### src/rtl/dnn_mac_neuron_pkg.sv
// Shared definitions for the DNN datapath: neuron FSM encoding, default
// data-format constants and the signed saturation limits for a given width.
package dnn_mac_neuron_pkg;

    typedef enum logic [1:0] {
        ST_IDLE   = 2'd0,
        ST_ACCUM  = 2'd1,
        ST_ROUND  = 2'd2,
        ST_OUTPUT = 2'd3
    } dnn_state_t;

    localparam int DNN_BITWIDTH  = 8;
    localparam int DNN_FRAC_BITS = 6;

    // Largest value representable in a signed field of the given width.
    function automatic longint dnn_sat_max(input int width);
        return (longint'(1) <<< (width - 1)) - longint'(1);
    endfunction

    // Smallest value representable in a signed field of the given width.
    function automatic longint dnn_sat_min(input int width);
        return -(longint'(1) <<< (width - 1));
    endfunction

endpackage

### src/rtl/dnn_round_saturate.sv
// Combinational fixed-point narrowing: rounds an accumulator half toward +inf,
// drops FRAC_BITS fractional bits and clamps the result into BITWIDTH signed.
module dnn_round_saturate
    import dnn_mac_neuron_pkg::*;
#(
    parameter int ACC_WIDTH = 21,
    parameter int BITWIDTH  = DNN_BITWIDTH,
    parameter int FRAC_BITS = DNN_FRAC_BITS
) (
    input  logic [ACC_WIDTH-1:0] i_acc,
    output logic [BITWIDTH-1:0]  o_q,
    output logic                 o_ovf
);

    localparam logic signed [ACC_WIDTH-1:0] ACC_HALF =
        ACC_WIDTH'(longint'(1) <<< (FRAC_BITS - 1));
    localparam logic signed [ACC_WIDTH-1:0] ACC_QMAX = ACC_WIDTH'(dnn_sat_max(BITWIDTH));
    localparam logic signed [ACC_WIDTH-1:0] ACC_QMIN = ACC_WIDTH'(dnn_sat_min(BITWIDTH));
    localparam logic [BITWIDTH-1:0]         Q_MAX    = BITWIDTH'(dnn_sat_max(BITWIDTH));
    localparam logic [BITWIDTH-1:0]         Q_MIN    = BITWIDTH'(dnn_sat_min(BITWIDTH));

    logic signed [ACC_WIDTH-1:0] w_biased;
    logic signed [ACC_WIDTH-1:0] w_r;

    // Adding half an LSB before the arithmetic shift gives round-half-up.
    assign w_biased = $signed(i_acc) + ACC_HALF;
    assign w_r      = w_biased >>> FRAC_BITS;

    // Clamp the rounded value into the output range and flag any clipping.
    always_comb begin
        // NOTE: defaults first so every path assigns both outputs and no latch is inferred.
        o_q   = w_r[BITWIDTH-1:0];
        o_ovf = 1'b0;
        if (w_r > ACC_QMAX) begin
            o_q   = Q_MAX;
            o_ovf = 1'b1;
        end else if (w_r < ACC_QMIN) begin
            o_q   = Q_MIN;
            o_ovf = 1'b1;
        end
    end

endmodule

### src/rtl/dnn_mac_neuron.sv
// Single-neuron multiply-accumulate: bias plus NUM_INPUTS streamed X*W
// products, rounded and saturated to BITWIDTH and offered on a valid/ready port.
module dnn_mac_neuron
    import dnn_mac_neuron_pkg::*;
#(
    parameter int BITWIDTH   = DNN_BITWIDTH,
    parameter int NUM_INPUTS = 16,
    parameter int FRAC_BITS  = DNN_FRAC_BITS,
    parameter int ACC_WIDTH  = 2 * BITWIDTH + $clog2(NUM_INPUTS) + 1
) (
    input  logic                CLK,
    input  logic                RST,
    input  logic                START,
    input  logic [BITWIDTH-1:0] BIAS,
    input  logic                IN_VALID,
    output logic                IN_READY,
    input  logic [BITWIDTH-1:0] X,
    input  logic [BITWIDTH-1:0] W,
    output logic                OUT_VALID,
    input  logic                OUT_READY,
    output logic [BITWIDTH-1:0] Q,
    output logic                OVF,
    output logic                BUSY
);

    localparam int               CNT_W     = (NUM_INPUTS > 1) ? $clog2(NUM_INPUTS) : 1;
    localparam logic [CNT_W-1:0] LAST_BEAT = CNT_W'(NUM_INPUTS - 1);

    dnn_state_t                  r_state;
    logic signed [ACC_WIDTH-1:0] r_acc;
    logic        [CNT_W-1:0]     r_cnt;
    logic        [BITWIDTH-1:0]  r_q;
    logic                        r_ovf;

    logic signed [2*BITWIDTH-1:0] w_prod;
    logic signed [ACC_WIDTH-1:0]  w_prod_ext;
    logic signed [ACC_WIDTH-1:0]  w_bias_ext;
    logic        [BITWIDTH-1:0]   w_q;
    logic                         w_ovf;

    // Full-precision product and bias, both aligned to the accumulator format.
    assign w_prod     = $signed(X) * $signed(W);
    assign w_prod_ext = ACC_WIDTH'(w_prod);
    assign w_bias_ext = ACC_WIDTH'($signed(BIAS)) <<< FRAC_BITS;

    dnn_round_saturate #(
        .ACC_WIDTH (ACC_WIDTH),
        .BITWIDTH  (BITWIDTH),
        .FRAC_BITS (FRAC_BITS)
    ) u_round_saturate (
        .i_acc (r_acc),
        .o_q   (w_q),
        .o_ovf (w_ovf)
    );

    assign IN_READY  = (r_state == ST_ACCUM);
    assign OUT_VALID = (r_state == ST_OUTPUT);
    assign BUSY      = (r_state != ST_IDLE);
    assign Q         = r_q;
    assign OVF       = r_ovf;

    // Evaluation sequencer: load bias, accumulate beats, round once, hold result.
    always_ff @(posedge CLK) begin
        // NOTE: state uses <= so every register here samples pre-edge values.
        if (RST) begin
            r_state <= ST_IDLE;
            r_acc   <= '0;
            r_cnt   <= '0;
            r_q     <= '0;
            r_ovf   <= 1'b0;
        end else begin
            case (r_state)
                ST_IDLE: begin
                    if (START) begin
                        r_acc   <= w_bias_ext;
                        r_cnt   <= '0;
                        r_state <= ST_ACCUM;
                    end
                end
                ST_ACCUM: begin
                    if (IN_VALID) begin
                        r_acc <= r_acc + w_prod_ext;
                        r_cnt <= r_cnt + CNT_W'(1);
                        if (r_cnt == LAST_BEAT) begin
                            r_state <= ST_ROUND;
                        end
                    end
                end
                ST_ROUND: begin
                    r_q     <= w_q;
                    r_ovf   <= w_ovf;
                    r_state <= ST_OUTPUT;
                end
                ST_OUTPUT: begin
                    if (OUT_READY) begin
                        r_state <= ST_IDLE;
                    end
                end
                default: r_state <= ST_IDLE;
            endcase
        end
    end

endmodule

### config.mk
export PLATFORM = sky130hd
export DESIGN_NAME = dnn_mac_neuron
export DESIGN_NICKNAME = d
export VERILOG_FILES = /design/src/rtl/dnn_mac_neuron_pkg.sv /design/src/rtl/dnn_round_saturate.sv /design/src/rtl/dnn_mac_neuron.sv
export SDC_FILE = /design/constraint.sdc
export NUM_CORES = 1
export LEC_CHECK = 0
export CORE_AREA = 2 2 127 98
export CTS_CLUSTER_DIAMETER = 80
export DETAILED_ROUTE_END_ITERATION = 7
export DIE_AREA = 0 0 129 100
export PLACE_DENSITY = 0.69
export SLEW_MARGIN = 15
export SYNTH_ARGS = -nofsm -noshare
export SYNTH_HDL_FRONTEND = slang
export SYNTH_HIERARCHICAL = 1
export SYNTH_SLANG_ARGS = --single-unit
### constraint.sdc
create_clock -name CLK -period 8.6 [get_ports CLK]
set_input_delay 1.29 -clock CLK [delete_from_list [all_inputs] [get_ports CLK]]
set_output_delay 1.29 -clock CLK [all_outputs]
set_load 0.02 [all_outputs]
== Yosys cells after proc, flatten, opt, wreduce, memory -nomap -nowiden ==
Cells that the tools add are included.

* Bits in registers: 36
* Bits of input ports: 29
* Output and inout bits: 12
* Word-level logic and storage cells: 39

* Add/sub/neg operators: 3
* Multiply operators: 1
* $lt $le $gt $ge: 2
* Eq/ne operators: 8
* Mux-type cells: 15
* Reduce and logical (&&, ||, !) cells: 5

{| class="wikitable"
|+ Operators by type and width
! cell !! count
|-
| $mux W21 || 2
|-
| $pmux W21 S2 || 1
|-
| $add A21 B16 Y21 || 1
|-
| $add A21 B7 Y21 const B || 1
|-
| $mul A8 B8 Y16 || 1
|-
| $mux W8 || 2
|-
| $gt A15 B8 Y1 const B || 1
|-
| $lt A15 B8 Y1 const B || 1
|-
| $mux W2 || 4
|-
| $mux W4 || 2
|-
| $pmux W2 S4 || 1
|-
| $pmux W4 S2 || 1
|-
| $add A4 B1 Y4 const B || 1
|-
| $eq A2 B2 Y1 const B || 2
|-
| $eq A4 B4 Y1 const B || 1
|-
| $ne A2 B1 Y1 const B || 2
|-
| $ne A2 B2 Y1 const B || 2
|-
| $reduce_and A4 Y1 || 1
|-
| $reduce_bool A2 Y1 || 2
|-
| $reduce_and A3 Y1 || 1
|-
| $eq A2 B1 Y1 const B || 1
|-
| $logic_not A2 Y1 || 1
|-
| $mux W1 || 2
|}

== Logic depth before layout (Yosys ltp) ==
* Depth after elaboration: 4
* Mapped depth: 20
* Gate-level depth less buffers: 19

== By module ==
The synthesis kept the hierarchy.

{| class="wikitable"
|+ Modules (own cells, without submodules)
! module !! instances !! cells an instance !! area an instance (µm²) !! seq. area each (µm²)
|-
| dnn_mac_neuron || 1 || 556 || 5216.3 || 720.7
|-
| dnn_round_saturate || 1 || 69 || 485.5 || 0.0
|}

== Worst setup path before layout ==
OpenSTA, ideal clock, no wires.

* Path type: input -> register
* From: in X[7]
* To: reg r_acc[20]
* Setup time: 62 ps
* Arrival: 6164 ps
* Data required time: 8538 ps
* Slack: 2374 ps
* Cell stages on the path: 16
* Buffers on the path: 0
* Cells stage by stage: and2_1 inv_1 fa_1 inv_1 fa_1 fa_1 fa_1 fa_1 ha_1 o21a_1 o31a_1 or4_4 a21oi_2 nor4_1 or3_1 nand3_1

* Cells in the longest elaborated chain, start to end: 4

{| class="wikitable"
|+ Ends and longest elaborated chain
! what !! line !! text
|-
| start: declaration || dnn_mac_neuron.sv:17 || <nowiki>input logic [BITWIDTH-1:0] X,</nowiki>
|-
| $mul A8 B8 Y16 || dnn_mac_neuron.sv:42 || <nowiki>assign w_prod = $signed(X) * $signed(W);</nowiki>
|-
| $add A21 B16 Y21 || dnn_mac_neuron.sv:82 || <nowiki>r_acc <= r_acc + w_prod_ext;</nowiki>
|-
| $mux W21 || dnn_mac_neuron.sv:81 || <nowiki>if (IN_VALID) begin</nowiki>
|-
| $pmux W21 S2 || dnn_mac_neuron.sv:72 || <nowiki>case (r_state)</nowiki>
|-
| end signal: assignment || dnn_mac_neuron.sv:75 || <nowiki>r_acc <= w_bias_ext;</nowiki>
|-
| end signal: assignment || dnn_mac_neuron.sv:82 ||
|-
| end: declaration || dnn_mac_neuron.sv:30 || <nowiki>logic signed [ACC_WIDTH-1:0] r_acc;</nowiki>
|}

No other way between the ends. The select of a mux whose other input is x is not followed.
A chain may end at the register's enable or synchronous reset.

== Final worst setup path ==
* From: in W[0]
* To: reg r_acc[20]

* Cells in the longest elaborated chain, start to end: 4

{| class="wikitable"
|+ Ends and longest elaborated chain
! what !! line !! text
|-
| start: declaration || dnn_mac_neuron.sv:18 || <nowiki>input logic [BITWIDTH-1:0] W,</nowiki>
|-
| $mul A8 B8 Y16 || dnn_mac_neuron.sv:42 ||
|-
| $add A21 B16 Y21 || dnn_mac_neuron.sv:82 ||
|-
| $mux W21 || dnn_mac_neuron.sv:81 ||
|-
| $pmux W21 S2 || dnn_mac_neuron.sv:72 ||
|}

No other way between the ends. The select of a mux whose other input is x is not followed.

==> flow_metrics.py <==
metrics = {
    "synth": {
        "synth-compound-area-share_pct": 10.60,
        "synthArstFlopShare_pct": 0,
        "seq_area_frac_synth_pct": 12.64,
        "muxShareOfSynthArea_pct": 2.655,
        "synth_area_leaders": "fa_1, dfxtp_1, ha_1",
        "synth_top_area_share_pct": 32.30,
        "yosysUniqueCellTypes": 63,
        "postSynthAreaPerCell_um2": 9.123,
        "synth_fa_ha_area_share_pct": 44.37,
        "synth_edf_count": 0,
        "synthSimpleGateAreaFrac_pct": 17.84,
        "synth.yosys.warnings": 6,
        "syn_area_um2": 5702,
        "syn_inst": 625,
        "synth_top_area_cell": "fa_1",
        "ys.flop_type": "dfxtp_1",
        "synthesis.nets": 801,
        "ys_ff_latch": 36,
        "synth_top_family_by_area": "adder cells",
        "synth-xor-area-share_pct": 4.147,
    },
    "detailed_routing": {
        "wl_um": 12860,
        "avgRoutedWirePerCell_um": 15.57,
        "drc": 0,
        "drtAntennaViolNets": 0,
        "via_per_inst": 5.343,
        "num_vias": 4413,
        "drtIter0Drc": 219,
        "dr.pass1.iters": 5,
    },
    "floorplan": {
        "dieArea_um2": 12900,
        "ios": 41,
        "initial_utilization_pct": 48.04,
        "num_rows": 35,
        "chipWidth_um": 129,
        "die_y_um": 100,
        "fp.coreArea_um2": 11870,
    },
    "final_layout": {
        "syn2layout_area_growth_pct": 12.31,
        "stdcell_area_um2": 6404,
        "nets": 836,
        "layout.cells.most_common": "inv_1",
        "final_cell_mix": "inv_1, fa_1, nor2_1, ha_1, nand2_1",
        "antenna_cells": 0,
        "fillers": 1082,
        "multi_input_area_um2": 4539,
        "drive_above_1_share_pct": 3.636,
        "seq_area_um2": 720.7,
        "stdcell_count": 826,
    },
    "global_route": {
        "gr-usage-all-layers_pct": 21.84,
        "grt_pass1_vias": 4708,
        "grt_max_degree": 40,
        "antenna_found_initial": 0,
        "grt_pass1_wl_um": 22570,
        "gr-total-overflow": 0,
    },
    "critical_path": {
        "critPathCaptureType": "flip-flop",
        "required_ns": 8.83,
        "crit_path_max_fanout": 14,
        "worstSetupPathType": "in -> reg",
        "cp.arrival_ns": 7.28,
        "cp-start-kind": "input pin",
    },
    "placement": {
        "place_inst": 818,
        "place_ws_ns": 1.236,
        "placed_cell_area_um2": 6262,
        "globalplace.congestion": 0.8468,
        "io_buffers": 40,
        "dp_hpwl_um": 10690,
    },
    "sta": {
        "max_clock_freq_ghz": 0.1417,
        "slew-limit-headroom_pct": 42.63,
        "rsz0062_at_grt": "false",
        "worstMarginPinSlew_ns": 0.8606,
        "setup_violations": 0,
        "clock-skew-final_ns": 0.005931,
        "fin_crit_sh_pct": 82.05,
        "min_period_ns": 7.056,
        "finalHoldViolCount": 0,
        "drv_slew": 0,
        "setup-tns-final_ns": 0,
        "setup_ws_ns": 1.544,
    },
    "clock_tree": {
        "cts_setup_buffers": 0,
        "cts_num_sinks": 36,
        "cts_hold_buf": 0,
        "worstSkewPairLatency_ns": 0.28,
        "cts_tree": "done",
        "cts.path.max_buffers": 2,
        "root_buffer": "clkbuf_16",
        "h-tree-depth": 2,
        "clk_pin_slew_ns": 0.06,
        "post_cts_resized": 0,
        "cts_buffers": 5,
    },
    "run_status": {
        "status": "finished, final reports clean",
    },
    "min_path": {
        "hp-class": "reg -> reg",
    },
    "run": {
        "maxCapViolations": 0,
    },
}
[worst max-delay path: stages]
cell             delay, ns
clkdlybuf4s50_1       0.65
and2_1                0.67
inv_1                 0.16
fa_1                  0.54
inv_1                 0.06
fa_1                  0.52
fa_1                  0.45
fa_1                  0.59
fa_1                  0.43
ha_1                  0.37
o21a_1                0.19
o31a_1                0.12
or4_4                 0.50
a21oi_2               0.20
nor4_1                0.09
or3_1                 0.35
nand3_1               0.08
[Yosys cell counts, types with 3 or more instances]
cell type  instances
a21o_1             3
o21ai_0            9
fa_1              92
nand2b_1           5
o21a_1             5
mux2i_1           14
o221ai_1           4
o22ai_1            8
inv_1            101
and2_1            34
a21oi_1           21
or3_1              9
nand2_1           46
nor4_1             3
nor3_1            10
nand4_1            4
xnor2_1           18
nor2_1            55
nand3_1           10
ha_1              55
xor2_1             9
a2111oi_0          3
a22oi_1            6
dfxtp_1           36
clkbuf_1          11
a211oi_1           4
[kinds of logic (layout without fill, tap and decap cells)]
group,count (synthesis),in the layout
AOI/OAI and AO/OA,86,86
xor gates and xnor gates,27,27
adders and majority gates,147,147
buffers and inverters,117,152
DFF,36,36
muxes,15,15
and+or+nand+nor,197,197
[final timing paths]
check,from,end,slack (ns),cells after the start
max,W[0],r_acc[20],1.54,17
min,Q[1],Q[1],0.50,2
max reg2reg,r_acc[6],r_acc[20],3.49,17
min reg2reg,Q[1],Q[1],0.50,2
[flip-flops by register name, indices dropped and copies added, names as in the netlist]
signal	count
Q	8
r_acc	21
r_state	2
r_cnt	4
OVF	1
[per-stage QoR]
| step | hold WS [ns] | util [%] |
|---|---|---|
| 3_5_place_dp | 0.4890 | 52.77 |
| 5_1_grt | 0.5232 | 53.96 |
| 4_1_cts | 0.5051 | 53.90 |
| 3_3_place_gp | 0.4796 | 52.77 |
| 6_report | 0.5008 | 53.96 |
| 2_1_floorplan | 0.4659 | - |
[layer usage]
| metal | vias up | GRT usage (%) | part of all wire, % |
|---|---|---|---|
| met1 | 2182 | 31.19 | 46 |
| li1 | 2119 | - | - |
| met2 | 99 | 35.94 | 48 |
| met4 | 0 | 3.679 | 1.2 |
| met3 | 13 | 3.412 | 4.6 |
| met5 | - | 0 | 0 |
[layout make-up]
| cell class | count | share of cell area (%) |
|---|---|---|
| clock buffers | 6 | 2.013 |
| multi-input cells | 472 | 70.89 |
| repair buffers | 42 | 6.487 |
| inverters | 103 | 6.038 |
| well taps | 166 | 3.243 |
| clock inverters | 1 | 0.07816 |
| flip-flops and latches | 36 | 11.25 |
Power is left out: the tool's default activity adds up to more than one toggle a clock period on the data nets, which glitch-free logic cannot reach.
